## src/rtl/sdram_mp_arbiter.sv

```systemverilog
// N-master Avalon-MM arbiter for one shared SDRAM slave port: one IDLE arbitration cycle per command,
// command path and read-response routing are combinational; s_waitrequest stalls only the granted master.
module sdram_mp_arbiter #(
  parameter int N_MASTERS = 2,
  parameter int ADDR_W    = 24,
  parameter int DATA_W    = 16,
  parameter int MAX_PEND  = 4,
  parameter int RR_MODE   = 1
) (
  input  logic                              clk_clk,
  input  logic                              reset_reset_n,
  input  logic [N_MASTERS*ADDR_W-1:0]       m_address,
  input  logic [N_MASTERS-1:0]              m_read,
  input  logic [N_MASTERS-1:0]              m_write,
  input  logic [N_MASTERS*DATA_W-1:0]       m_writedata,
  input  logic [N_MASTERS*(DATA_W/8)-1:0]   m_byteenable,
  output logic [N_MASTERS-1:0]              m_waitrequest,
  output logic [DATA_W-1:0]                 m_readdata,
  output logic [N_MASTERS-1:0]              m_readdatavalid,
  output logic [ADDR_W-1:0]                 s_address,
  output logic                              s_read,
  output logic                              s_write,
  output logic [DATA_W-1:0]                 s_writedata,
  output logic [DATA_W/8-1:0]               s_byteenable,
  input  logic                              s_waitrequest,
  input  logic [DATA_W-1:0]                 s_readdata,
  input  logic                              s_readdatavalid,
  output logic [$clog2(MAX_PEND):0]         pend_count,
  output logic                              err_orphan
);
  localparam int GW = (N_MASTERS > 1) ? $clog2(N_MASTERS) : 1;
  localparam int PW = $clog2(MAX_PEND);
  localparam int BW = DATA_W / 8;
  localparam logic [0:0] IDLE = 1'b0;
  localparam logic [0:0] BUSY = 1'b1;

  logic [0:0]           state_q, state_d;
  logic [GW-1:0]        grant_q, grant_d;
  logic [GW-1:0]        last_q, last_d;
  logic [GW-1:0]        fifo_q [MAX_PEND];
  logic [GW-1:0]        fifo_d [MAX_PEND];
  logic [PW-1:0]        wr_ptr_q, wr_ptr_d;
  logic [PW-1:0]        rd_ptr_q, rd_ptr_d;
  logic [PW:0]          cnt_q, cnt_d;
  logic                 err_q, err_d;

  logic [N_MASTERS-1:0] elig;
  logic                 full;
  logic                 found;
  logic [GW-1:0]        win;
  logic [GW-1:0]        cand;
  logic                 busy, g_req, accept, push, pop;

  // Read-only requests are held off at full so the ID FIFO can never overflow.
  always_comb begin
    elig = '0;
    full = (cnt_q == (PW+1)'(MAX_PEND));
    for (int i = 0; i < N_MASTERS; i++) begin
      elig[i] = (m_read[i] | m_write[i]) & ~(m_read[i] & ~m_write[i] & full);
    end
  end

  always_comb begin
    found = 1'b0;
    win   = '0;
    cand  = '0;
    for (int k = 1; k <= N_MASTERS; k++) begin
      if (RR_MODE != 0) begin
        cand = GW'((int'(last_q) + k) % N_MASTERS);
      end else begin
        cand = GW'(k - 1);
      end
      if (!found && elig[cand]) begin
        found = 1'b1;
        win   = cand;
      end
    end
  end

  always_comb begin
    busy         = (state_q == BUSY);
    g_req        = m_read[grant_q] | m_write[grant_q];
    s_address    = m_address[grant_q*ADDR_W +: ADDR_W];
    s_writedata  = m_writedata[grant_q*DATA_W +: DATA_W];
    s_byteenable = m_byteenable[grant_q*BW +: BW];
    s_read       = busy & m_read[grant_q];
    s_write      = busy & m_write[grant_q];
    accept       = busy & g_req & ~s_waitrequest;
    push         = accept & m_read[grant_q];
    pop          = s_readdatavalid & (cnt_q != '0);

    m_waitrequest = '1;
    if (busy) begin
      m_waitrequest[grant_q] = s_waitrequest;
    end
    m_readdatavalid = '0;
    if (pop) begin
      m_readdatavalid[fifo_q[rd_ptr_q]] = 1'b1;
    end
    m_readdata = s_readdata;
    pend_count = cnt_q;
    err_orphan = err_q;
  end

  always_comb begin
    state_d = state_q;
    grant_d = grant_q;
    last_d  = last_q;
    case (state_q)
      IDLE: begin
        if (found) begin
          state_d = BUSY;
          grant_d = win;
        end
      end
      default: begin
        // A master withdrawing its command before accept releases the bus without a push.
        if (!g_req) begin
          state_d = IDLE;
        end else if (accept) begin
          state_d = IDLE;
          last_d  = grant_q;
        end
      end
    endcase
  end

  always_comb begin
    fifo_d   = fifo_q;
    wr_ptr_d = wr_ptr_q;
    rd_ptr_d = rd_ptr_q;
    cnt_d    = cnt_q;
    if (push) begin
      fifo_d[wr_ptr_q] = grant_q;
      wr_ptr_d         = wr_ptr_q + 1'b1;
    end
    if (pop) begin
      rd_ptr_d = rd_ptr_q + 1'b1;
    end
    case ({push, pop})
      2'b10:   cnt_d = cnt_q + 1'b1;
      2'b01:   cnt_d = cnt_q - 1'b1;
      default: cnt_d = cnt_q;
    endcase
    err_d = err_q | (s_readdatavalid & (cnt_q == '0));
  end

  always_ff @(posedge clk_clk) begin
    if (!reset_reset_n) begin
      state_q  <= IDLE;
      grant_q  <= '0;
      last_q   <= GW'(N_MASTERS - 1);
      wr_ptr_q <= '0;
      rd_ptr_q <= '0;
      cnt_q    <= '0;
      err_q    <= 1'b0;
      for (int i = 0; i < MAX_PEND; i++) begin
        fifo_q[i] <= '0;
      end
    end else begin
      state_q  <= state_d;
      grant_q  <= grant_d;
      last_q   <= last_d;
      wr_ptr_q <= wr_ptr_d;
      rd_ptr_q <= rd_ptr_d;
      cnt_q    <= cnt_d;
      err_q    <= err_d;
      fifo_q   <= fifo_d;
    end
  end

endmodule

```

## config.mk

```make
export PLATFORM = sky130hd
export DESIGN_NAME = sdram_mp_arbiter
export DESIGN_NICKNAME = d
export VERILOG_FILES = /design/src/rtl/sdram_mp_arbiter.sv
export SDC_FILE = /design/constraint.sdc
export NUM_CORES = 1
export LEC_CHECK = 0
export CAP_MARGIN = 15
export CORE_ASPECT_RATIO = 0.9
export CORE_MARGIN = 5
export CORE_UTILIZATION = 27
export CTS_CLUSTER_DIAMETER = 120
export DETAILED_ROUTE_END_ITERATION = 6
export MAX_ROUTING_LAYER = met4
export PLACE_DENSITY_LB_ADDON = 0.1
export RECOVER_POWER = 25
export SKIP_LAST_GASP = 1
export SLEW_MARGIN = 20
export SYNTH_ARGS = -nofsm -noshare
export SYNTH_HDL_FRONTEND = slang
export SYNTH_SLANG_ARGS = --single-unit
```

## constraint.sdc

```tcl
create_clock -name clk_clk -period 2.82 [get_ports clk_clk]
set_clock_uncertainty 0.1 [all_clocks]
set_input_delay 0.564 -clock clk_clk [delete_from_list [all_inputs] [get_ports clk_clk]]
set_output_delay 0.564 -clock clk_clk [all_outputs]
set_load 0.1 [all_outputs]
```

==> flow_summary.yaml <==
sta:
  hold_viol_final: 0
  maxSlewHeadroom_pct: 22.0
  setup_viol: 0
  tightest_slew_ns: 1.18
  max_freq_mhz: 397
  period_minus_slack_ns: 2.52
  slew_violations: 0
  min_period_over_period_pct: 89.3
  rsz0062_at_grt: "false"
  holdWs_ns: 0.366
run_status:
  outcome: "complete, no violations"
global_routing:
  grt_pass1_vias: 1732
  grt_pass1_wl_microns: 9090
  overflow: 0
  grt_max_degree: 51
  grt_use_total_pct: 16.7
  grt_antenna_before_repair: 0
critical_path:
  max_stage_delay_ns: 0.48
  rr_worst_depth: 8
  worstPathArrival_ns: 1.85
  r2r_end: "pend_count[2]"
  critical_path.slowest_cell: "clkdlybuf4s50_1"
  critical_path_class: "in2out"
  crit_chain: "clkdlybuf4s50_1, mux2_2, clkbuf_1, and2_1, buf_12"
  endpoint_kind: "output port"
  cp_top_family: "buffers and inverters"
  critPathBufInv: 3
  cp-start-kind: "primary input"
  reg2reg_slack_ns: 0.67
  cp_data_required_time_ns: 2.16
  r2r-start: "grant_q"
  crit_fanout: 7
clocking:
  ctsHtreeMaxLevel: 1
  cts_tree: "done"
  cts_made_buffers: 3
  clock_sinks: 15
  cts_root_buffer: "clkbuf_8"
  clk_latency_ns: 0.25
  cts_setup_buffers: 0
  hold_buffers: 0
  cts_resized: 0
  clk_pin_slew_ns: 0.06
  clockBufferDepth: 2
drt:
  dr.pass1.iters: 4
  drc: 0
  drtIter0Drc: 75
  via_per_inst: 4.52
  wl_microns: 6140
  postRouteAntennaNets: 0
  wire_per_inst_microns: 17.1
  vias: 1619
placed_design:
  gp_congestion: 0.792
  dpl.hpwl_microns: 5230
  place_inst: 354
  placement.io_buffers: 143
final_layout:
  register_area_sq_um: 302
  area_growth_pct: 128
  fin_nets: 406
  final_layout_size_suffix_gt1_share_pct: 38.8
  layout.cells.non_filler: 358
  multi_input_area_sq_um: 1020
  fillCellCount: 429
  n_antenna_cell: 0
logic_synthesis:
  ys.flop_type: "dfxtp_1"
  syn_area_per_cell_sq_um: 9.24
  synth_warnings: 0
  seq_area_frac_synth_pct: 20.1
  syn_inst: 162
  ys_types: 35
  synth-async-reset-ratio_pct: 0
  syn-num-nets: 276
  ys_ff_latch: 15
  synth_area_sq_um: 1500
  synth_edf_count: 0
pwr:
  ir_drop_uv: 481
  static-leakage-power_nw: 1.36
  total_power_mw: 1.66
  p_per_area_nw_per_um2: 486
floorplanning:
  fp-row-count: 25
  die_w_microns: 88.5
  die_h_microns: 80.7
  die-area_sq_um: 7140
  io_pins: 176
  start_util_pct: 28.2
  coreArea_sq_um: 5320
hold_path:
  worst_hold_path.endpoint: "fifo_q[3]"
  hp-start: "fifo_q[3]"
  hold_depth: 2
  hold_path_class: "reg2reg"
run:
  drv_cap: 0
==> cells in the mapped netlist (2+ instances only) <==
cell type | number | area share, %
ha_1 | 5 | 4.2
buf_4 | 16 | 8.0
mux2_2 | 43 | 32
clkbuf_1 | 3 | 0.75
a21oi_1 | 6 | 2.0
buf_2 | 5 | 1.7
or3_1 | 2 | 0.84
or3b_2 | 2 | 1.2
nand2b_1 | 3 | 1.3
xor2_1 | 4 | 2.3
mux2i_1 | 6 | 4.0
nor2b_1 | 3 | 1.3
inv_1 | 7 | 1.8
nand2_1 | 7 | 1.8
nand3_1 | 7 | 2.3
dfxtp_1 | 15 | 20
o21ai_0 | 3 | 1.0
nor2_1 | 8 | 2.0
==> through the flow <==
stage          area, sq um  TNS [ns]  utilization (%)  worst slack, ns
6_report              3420         0             64.3            0.303
5_1_grt               3420         0             64.3            0.177
4_1_cts               3420         0             64.4            0.308
3_5_place_dp          3380         0             63.5           0.0538
3_3_place_gp          3380         0             63.5            0.109
2_1_floorplan         1500    -0.174                -          -0.0872
==> area by class of cell <==
type / instances / share of cell area (%)
Timing Repair Buffer: 149 / 56.8
Multi-Input combinational cell: 115 / 29.7
Sequential cell: 15 / 8.82
Tap cell: 67 / 2.45
Clock buffer: 3 / 1.21
Inverter: 8 / 0.879
Clock inverter: 1 / 0.146
==> metal layers <==
metal | GRT usage, % | vias up | wire (microns)
met1 | 19.5 | 733 | 2380
met3 | 2.87 | 16 | 398
met5 | - | - | 0
li1 | - | 816 | -
met2 | 29.7 | 54 | 3300
met4 | 3.32 | 0 | 59
==> sequential cells by signal, indices dropped and copies added (netlist names) <==
name / count
rd_ptr_q: 2
fifo_q: 4
busy: 1
last_q: 1
wr_ptr_q: 2
grant_q: 1
err_orphan: 1
pend_count: 3
==> cell families after synthesis <==
kind of cell	synth area share, %
flip-flops	20.1
buffers and inverters	12.4
XOR/XNOR	2.34
AND/OR/NAND/NOR	14.5
adder cells (fa/ha/maj)	5.51
multiplexers	37.8
AO/OA/AOI/OAI	7.27
==> worst reg2reg max path, delay by kind of cell, from the launching register on <==
| kind | cells | cell delay (ns) |
|---|---|---|
| DFF | 1 | 0.33 |
| and+or+nand+nor | 2 | 0.40 |
| buffers and inverters | 1 | 0.06 |
| muxes | 1 | 0.34 |
| xor gates and xnor gates | 1 | 0.16 |
| adders and majority gates | 2 | 0.55 |
| AOI/OAI and AO/OA | 1 | 0.14 |
==> report_power, final <==
group | switching (mW) | total, mW | internal [mW]
clock | 0.0762 | 0.174 | 0.0978
sequential | 0.0289 | 0.262 | 0.233
combinational | 0.742 | 1.22 | 0.481
==> cells in the final DEF, fill, tap and decap left out, drive strengths merged, types with 4 or more instances in the layout <==
master,count
dfxtp,15
o21ai,4
nand2,7
nand3,7
inv,7
clkdlybuf4s50,90
ha,5
clkbuf,5
mux2i,6
nor2,8
xor2,4
a21oi,6
buf,56
mux2,43
==> worst max path at each step <==
| stage | to | cells past startpoint | from | slack (ns) |
|---|---|---|---|---|
| 2_1_floorplan | m_readdatavalid[0] | 2 | pend_count[0] | -0.09 |
| 3_3_place_gp | pend_count[2] | 9 | m_read[1] | 0.11 |
| 3_5_place_dp | pend_count[2] | 9 | m_read[1] | 0.05 |
| 4_1_cts | pend_count[2] | 9 | m_read[1] | 0.31 |
| 5_1_grt | pend_count[2] | 9 | m_read[0] | 0.18 |
| 6_report | s_read | 5 | m_read[1] | 0.30 |
Note: power is estimated with default switching activity, not from simulation.
